==> config.mk <==
export PLATFORM = sky130hd
export DESIGN_NAME = rgbled_frame_ctrl
export DESIGN_NICKNAME = d
export VERILOG_FILES = /design/src/rtl/rgbled_pkg.sv /design/src/rtl/rgbled_phase_tracker.sv /design/src/rtl/rgbled_frame_ctrl.sv
export SDC_FILE = /design/constraint.sdc
export NUM_CORES = 1
export LEC_CHECK = 0
export CAP_MARGIN = 10
export CELL_PAD_IN_SITES_DETAIL_PLACEMENT = 1
export CELL_PAD_IN_SITES_GLOBAL_PLACEMENT = 1
export CORE_UTILIZATION = 42
export CTS_BUF_LIST = sky130_fd_sc_hd__clkbuf_16
export CTS_CLUSTER_SIZE = 28
export DETAILED_ROUTE_END_ITERATION = 10
export GPL_ROUTABILITY_DRIVEN = 0
export PLACE_DENSITY_LB_ADDON = 0.1
export SYNTH_ARGS = -nofsm -noshare
export SYNTH_HDL_FRONTEND = slang
export SYNTH_SLANG_ARGS = --single-unit
==> constraint.sdc <==
create_clock -name clk_i -period 3.7 [get_ports clk_i]
set_input_delay 0.74 -clock clk_i [delete_from_list [all_inputs] [get_ports clk_i]]
set_output_delay 0.74 -clock clk_i [all_outputs]
set_load 0.005 [all_outputs]
==> src/rtl/rgbled_pkg.sv <==
`default_nettype none
// ============================================================================
// Module   : rgbled_pkg
// Brief    : Shared constants, FSM state type and channel scaling for the
//            RGB LED frame controller.
// Revision : 1.0
// ============================================================================
package rgbled_pkg;

  localparam int BIT_CYCLES = 32;
  localparam int RESET_BITS = 42;
  localparam int CHAN_W     = 8;
  localparam int PIXEL_W    = 3 * CHAN_W;

  typedef enum logic [1:0] {
    IDLE     = 2'd0,
    RUN_RES  = 2'd1,
    RUN_DATA = 2'd2
  } state_e;

  // (c * (b + 1)) >> 8: b = 255 is identity, b = 0 is black.
  function automatic logic [CHAN_W-1:0] scale_chan(input logic [CHAN_W-1:0] c,
                                                   input logic [CHAN_W-1:0] b);
    return CHAN_W'(({{CHAN_W{1'b0}}, c} *
                     ({{CHAN_W{1'b0}}, b} + (2 * CHAN_W)'(1))) >> CHAN_W);
  endfunction

endpackage
`default_nettype wire

==> src/rtl/rgbled_phase_tracker.sv <==
`default_nettype none
// ============================================================================
// Module   : rgbled_phase_tracker
// Brief    : Bit-exact mirror of the LED driver's tcnt/bcnt counters; flags the
//            last cycle of the reset gap and of the data phase.
// Revision : 1.0
// ============================================================================
module rgbled_phase_tracker
  import rgbled_pkg::*;
#(
  parameter int LEDS = 4
) (
  input  logic clk_i,
  input  logic reset_i,
  input  logic run_i,
  input  logic in_data_i,
  output logic res_end_o,
  output logic data_end_o
);

  localparam int DATA_BITS = LEDS * PIXEL_W;
  localparam int BCNT_MAX  = (DATA_BITS > RESET_BITS) ? DATA_BITS : RESET_BITS;
  localparam int BCNT_W    = $clog2(BCNT_MAX);
  localparam int TCNT_W    = $clog2(BIT_CYCLES);

  localparam logic [TCNT_W-1:0] TCNT_LAST = TCNT_W'(BIT_CYCLES - 1);
  localparam logic [BCNT_W-1:0] RES_LAST  = BCNT_W'(RESET_BITS - 1);
  localparam logic [BCNT_W-1:0] DATA_LAST = BCNT_W'(DATA_BITS - 1);

  logic [TCNT_W-1:0] tcnt_q, tcnt_d;
  logic [BCNT_W-1:0] bcnt_q, bcnt_d;
  logic              bit_end;
  logic              phase_last;

  always_comb begin : p_next
    bit_end    = (tcnt_q == TCNT_LAST);
    phase_last = in_data_i ? (bcnt_q == DATA_LAST) : (bcnt_q == RES_LAST);
    res_end_o  = run_i & ~in_data_i & bit_end & phase_last;
    data_end_o = run_i &  in_data_i & bit_end & phase_last;
    tcnt_d     = tcnt_q;
    bcnt_d     = bcnt_q;
    // The driver holds both counters at zero whenever data_rdy is low.
    if (!run_i) begin
      tcnt_d = '0;
      bcnt_d = '0;
    end else begin
      tcnt_d = tcnt_q + TCNT_W'(1);
      if (bit_end) begin
        bcnt_d = phase_last ? '0 : bcnt_q + BCNT_W'(1);
      end
    end
  end

  always_ff @(posedge clk_i) begin : p_regs
    if (reset_i) begin
      tcnt_q <= '0;
      bcnt_q <= '0;
    end else begin
      tcnt_q <= tcnt_d;
      bcnt_q <= bcnt_d;
    end
  end

endmodule
`default_nettype wire

==> src/rtl/rgbled_frame_ctrl.sv <==
`default_nettype none
// ============================================================================
// Module   : rgbled_frame_ctrl
// Brief    : Shadow-buffered frame controller; swaps committed frames into the
//            driver bus only in the reset gap. RGBLED_BRIGHTNESS_EN adds bright_i.
// Revision : 1.0
// ============================================================================
module rgbled_frame_ctrl
  import rgbled_pkg::*;
#(
  parameter int LEDS         = 4,
  parameter int BITS_PER_LED = 24
) (
  input  logic                    clk_i,
  input  logic                    reset_i,
  input  logic                    wr_valid_i,
  output logic                    wr_ready_o,
  input  logic [$clog2(LEDS)-1:0] wr_addr_i,
  input  logic [PIXEL_W-1:0]      wr_data_i,
  input  logic                    commit_i,
  input  logic                    enable_i,
`ifdef RGBLED_BRIGHTNESS_EN
  input  logic [CHAN_W-1:0]       bright_i,
`endif
  output logic                    commit_pending_o,
  output logic [LEDS*PIXEL_W-1:0] led_data_o,
  output logic                    led_data_rdy_o,
  output logic                    frame_done_o
);

  localparam int            AW     = $clog2(LEDS);
  localparam int            LW     = LEDS * PIXEL_W;
  localparam logic [AW:0]   LEDS_A = (AW + 1)'(LEDS);

  if (BITS_PER_LED != PIXEL_W) begin : g_bad_bits_per_led
    $error("rgbled_frame_ctrl: BITS_PER_LED must be 24");
  end

  state_e          state_q, state_d;
  logic            rdy_q, rdy_d;
  logic            fd_q, fd_d;
  logic            pend_q, pend_d;
  logic            ready_q, ready_d;
  logic [LW-1:0]   shadow_q, shadow_d;
  logic [LW-1:0]   led_q, led_d;
  logic [LW-1:0]   frame_img;
  logic            commit_acc;
  logic            copy;
  logic            res_end;
  logic            data_end;

  rgbled_phase_tracker #(
    .LEDS (LEDS)
  ) u_phase (
    .clk_i      (clk_i),
    .reset_i    (reset_i),
    .run_i      (rdy_q),
    .in_data_i  (state_q == RUN_DATA),
    .res_end_o  (res_end),
    .data_end_o (data_end)
  );

  // Out-of-range addresses complete the handshake but leave the shadow intact.
  always_comb begin : p_shadow
    shadow_d = shadow_q;
    if (wr_valid_i && ready_q && ({1'b0, wr_addr_i} < LEDS_A)) begin
      shadow_d[wr_addr_i*PIXEL_W +: PIXEL_W] = wr_data_i;
    end
  end

`ifdef RGBLED_BRIGHTNESS_EN
  for (genvar c = 0; c < LEDS * 3; c++) begin : g_chan
    assign frame_img[c*CHAN_W +: CHAN_W] = scale_chan(shadow_d[c*CHAN_W +: CHAN_W], bright_i);
  end
`else
  assign frame_img = shadow_d;
`endif

  always_comb begin : p_fsm
    state_d    = state_q;
    fd_d       = 1'b0;
    commit_acc = commit_i & ~pend_q;
    unique case (state_q)
      IDLE: begin
        if (enable_i) state_d = RUN_RES;
      end
      RUN_RES: begin
        if (!enable_i)    state_d = IDLE;
        else if (res_end) state_d = RUN_DATA;
      end
      RUN_DATA: begin
        if (data_end) begin
          state_d = enable_i ? RUN_RES : IDLE;
          fd_d    = 1'b1;
        end
      end
      default: state_d = IDLE;
    endcase
    // Outside the data phase a commit lands at once; inside it waits for the
    // frame-end edge, which a commit arriving on that very edge also shares.
    copy    = (commit_acc & (state_q != RUN_DATA)) | (data_end & (commit_acc | pend_q));
    pend_d  = data_end ? 1'b0 : (pend_q | (commit_acc & (state_q == RUN_DATA)));
    ready_d = ~pend_d;
    rdy_d   = (state_d != IDLE);
    led_d   = copy ? frame_img : led_q;
  end

  always_ff @(posedge clk_i) begin : p_regs
    if (reset_i) begin
      state_q  <= IDLE;
      rdy_q    <= 1'b0;
      fd_q     <= 1'b0;
      pend_q   <= 1'b0;
      ready_q  <= 1'b0;
      shadow_q <= '0;
      led_q    <= '0;
    end else begin
      state_q  <= state_d;
      rdy_q    <= rdy_d;
      fd_q     <= fd_d;
      pend_q   <= pend_d;
      ready_q  <= ready_d;
      shadow_q <= shadow_d;
      led_q    <= led_d;
    end
  end

  assign wr_ready_o       = ready_q;
  assign commit_pending_o = pend_q;
  assign led_data_o       = led_q;
  assign led_data_rdy_o   = rdy_q;
  assign frame_done_o     = fd_q;

endmodule
`default_nettype wire

==> metrics.md <==
| Metric | Value |
|---|---|
| Register area share after synthesis | `0.485` |
| Clock Sinks | `210` |
| Hold buffers post-CTS | `0` |
| Fin. Hold Viols | `0` |
| Share of cells above drive strength 1 | `0.135` |
| Seq cells post-synth | `210` |
| Worst-Margin Slew | `1.02 ns` |
| Post-synthesis average cell area | `10.4 um^2` |
| Number of global-route vias before repair | `7,137` |
| Std cell rows | `52` |
| RR Endpoint | `led_data_o[11]` |
| Status | `finished clean` |
| R2r worst-path depth | `9` |
| Clk_lat worst skew | `0.52 ns` |
| Worst-path clk slew | `0.06 ns` |
| Drt pass-1 iters | `5` |
| Min-delay src | `u_phase.tcnt_q[0]` |
| WL per Instance | `20.2 um` |
| Sw power | `1170 uW` |
| Area delta synth->final | `25.1%` |
| Slew Limit Headroom | `0.315` |
| Num CTS Buffers | `24` |
| WHS Endpoint | `u_phase.tcnt_q[0]` |
| Clock tree buffer depth | `3` |
| Crit path capture type | `register` |
| Max Fclk | `331 MHz` |
| Synth top area cells | `dfxtp_1 (48%), mux2_2 (8.2%), nor2b_1 (7.2%), mux2_1 (4.0%), a22oi_1 (3.5%)` |
| Ant. Diodes | `0` |
| Chip Height | `146 um` |
| FFs w/ async S/R, synth | `0` |
| Die width | `146 um` |
| Final cell count without fillers | `1,234` |
| Resized Gates After CTS | `0` |
| CP Max Fanout | `26` |
| Clk root buf | `clkbuf_16` |
| IO buf count | `130` |
| Nets | `985` |
| Worst-path cell chain | `clkdlybuf4s50_1 -> inv_1 -> ha_1 -> buf_4 -> and4b_1 -> and3b_1 -> and2_1 -> a32o_1 -> mux2_2` |
| Initial antenna violation count | `0` |
| Die area | `21,200 um^2` |
| Crit path kind | `input port to register` |
| RSZ-0062 raised after global routing | `no` |
| Worst r2r src | `u_phase.tcnt_q[0]` |
| Final setup fails | `0` |
| CTS H-tree lvls | `1` |
| Routed Antenna Nets | `0` |
| Leakage power | `0.00426 uW` |
| Core Footprint | `20,200 um^2` |
| Drt total wl | `25,000 um` |
| First-pass GRT wire length | `39,900 um` |
| Setup Skew | `0.0153 ns` |
| Comb pwr share | `0.076` |
| Fin crit share | `0.817` |
| Placement Cell Area | `10,100 um^2` |
| Worst Hold Class | `register to register` |
| Dpl hpwl | `17,300 um` |
| Synth top area share | `0.485` |
| Mapped Cells | `831` |
| Largest net degree at the start of global routing | `77` |
| Syn_nets | `870` |
| Starting DRT DRC Count | `320` |
| Slowest stage delay, CP | `0.59 ns` |
| Min Tclk post-route | `3.02 ns` |
| CTS tree | `yes` |
| Setup_tns | `0 ns` |
| Leading area contributor after synthesis | `dfxtp_1` |
| Dpl ws | `0.221 ns` |
| Hold depth | `1` |
| Routed vias | `6,641` |
| Clk network pwr share | `0.448` |
| Crit-path slowest cell | `and2_1` |
| Placed Instances | `1,190` |
| Worst path required time | `4.16 ns` |
| Post-synth EDFFs | `0` |
| Yosys warns | `0` |
| Slew Limit Fails | `0` |
| Area of the mapped netlist | `8670 um^2` |
| Internal | `3620 uW` |
| Setup Buffers After CTS | `0` |
| Peak supply drop | `0.000292 V` |
| DR DRC count | `0` |
| Seq pwr share | `0.476` |
| Startpoint types | `input port` |
| Via/cell ratio | `5.38` |
| Worst R2R Setup Slack | `1.11 ns` |
| Min setup slack post-route | `0.679 ns` |
| Design Area, Final | `10,800 um^2` |
| GRT Util Overall | `0.236` |
| Synth Flop Type | `dfxtp_1` |
| Ports | `131` |
| Switch share | `0.244` |
| GRT overflow | `0` |
| Power per Cell Area | `442 nW/um^2` |
| Cell variety after synth | `49` |
| Starting density of the core | `0.428` |
| Worst EP arrival | `3.48 ns` |
| Max Cap Viol | `0` |
## cell usage in the layout (no fill, tap or decap), types with 7 or more instances in the layout
| master | netlist | layout |
|---|---|---|
| mux2i_1 | 11 | 11 |
| inv_1 | 3 | 11 |
| a22o_1 | 24 | 24 |
| a21o_1 | 8 | 8 |
| nand2_1 | 44 | 44 |
| o21ai_0 | 17 | 17 |
| o2bb2ai_1 | 7 | 7 |
| buf_4 | 5 | 22 |
| a31oi_1 | 17 | 17 |
| nor2_1 | 72 | 72 |
| dfxtp_1 | 210 | 210 |
| ha_1 | 8 | 8 |
| clkdlybuf4s50_1 | 0 | 129 |
| nand3_1 | 23 | 23 |
| mux2_2 | 63 | 63 |
| nand2b_1 | 10 | 10 |
| mux2_1 | 31 | 31 |
| clkinv_1 | 1 | 8 |
| nor2b_1 | 100 | 100 |
| a22oi_1 | 40 | 40 |
| mux2_4 | 10 | 10 |
| a32o_1 | 24 | 24 |
| clkbuf_16 | 0 | 25 |
## kinds of logic after synthesis
kind of cell / after synthesis / synth area share
AO/OA/AOI/OAI: 146 / 0.132
XOR/XNOR: 9 / 0.00909
buffers and inverters: 67 / 0.0424
flip-flops: 210 / 0.485
adder cells (fa/ha/maj): 8 / 0.0115
multiplexers: 115 / 0.152
AND/OR/NAND/NOR: 276 / 0.167
## metal layers
metal / global-route usage / vias to the layer above / wire length [um]
met2: 0.394 / 160 / 11900
met5: 0 / - / 0
met1: 0.314 / 3281 / 11300
met3: 0.0392 / 40 / 1240
met4: 0.0674 / 0 / 511
li1: - / 3160 / -
## registers in the layout (all words and copies together), names as in the netlist
name and flops:
frame_done_o 1, commit_pending_o 1, led_data_o 96, u_phase.tcnt_q 5
u_phase.bcnt_q 7, wr_ready_o 1, state_q 2, led_data_rdy_o 1
shadow_q 96
## metrics by stage
step,utilization,hold slack (ns),total power [uW]
6_report,0.536,0.451,4800
5_1_grt,0.536,0.484,4980
4_1_cts,0.536,0.453,4840
3_5_place_dp,0.501,0.443,2690
3_3_place_gp,0.501,0.424,2680
2_1_floorplan,-,0.418,2550
## synthesized netlist by cell type, drive strengths merged (3+ instances only)
cell type	number
ha	8
a21oi	3
dfxtp	210
a22oi	40
nor3	5
nor2b	100
a31oi	17
mux2	104
mux2i	11
inv	3
nand2b	10
xnor2	5
nand3	23
a22o	24
o21ai	18
and2	4
nand2	44
o2bb2ai	7
and3	5
a32o	24
xor2	4
a21o	8
buf	29
nor2	72
nand4	3
clkbuf	34
## worst max-delay path by stage
stage            startpoint              to  slack [ns]
2_1_floorplan  wr_addr_i[0]  led_data_o[94]        0.44
6_report       wr_addr_i[1]  led_data_o[27]        0.68
3_3_place_gp   wr_addr_i[0]  led_data_o[90]        0.31
5_1_grt        wr_addr_i[1]  led_data_o[38]        0.52
4_1_cts        wr_addr_i[1]  led_data_o[38]        0.75
3_5_place_dp   wr_addr_i[1]  led_data_o[38]        0.22
## power by group through the flow
stage	Sequential, uW	Clock, uW	Combinational, uW
2_1_floorplan	2330	0	219
3_3_place_gp	2330	0	349
3_5_place_dp	2330	0	358
4_1_cts	2280	2200	360
5_1_grt	2280	2310	387
6_report	2280	2150	363
## area by class of cell
cell class	instances	area, um^2
fill	2175	9390
sequential	210	4200
multi-input combinational	554	4100
timing repair buffer	152	1480
clock buffer	25	626
tap	270	338
clock inverter	19	85.1
inverter	4	15.0
## worst max-delay path: cells and delay by family
kind,cells,cell delay (ns)
muxes,1,0.15
AOI/OAI and AO/OA,1,0.26
buffers and inverters,3,0.93
and+or+nand+nor,3,1.04
adders and majority gates,1,0.35
(Power assumes the default switching activity.)
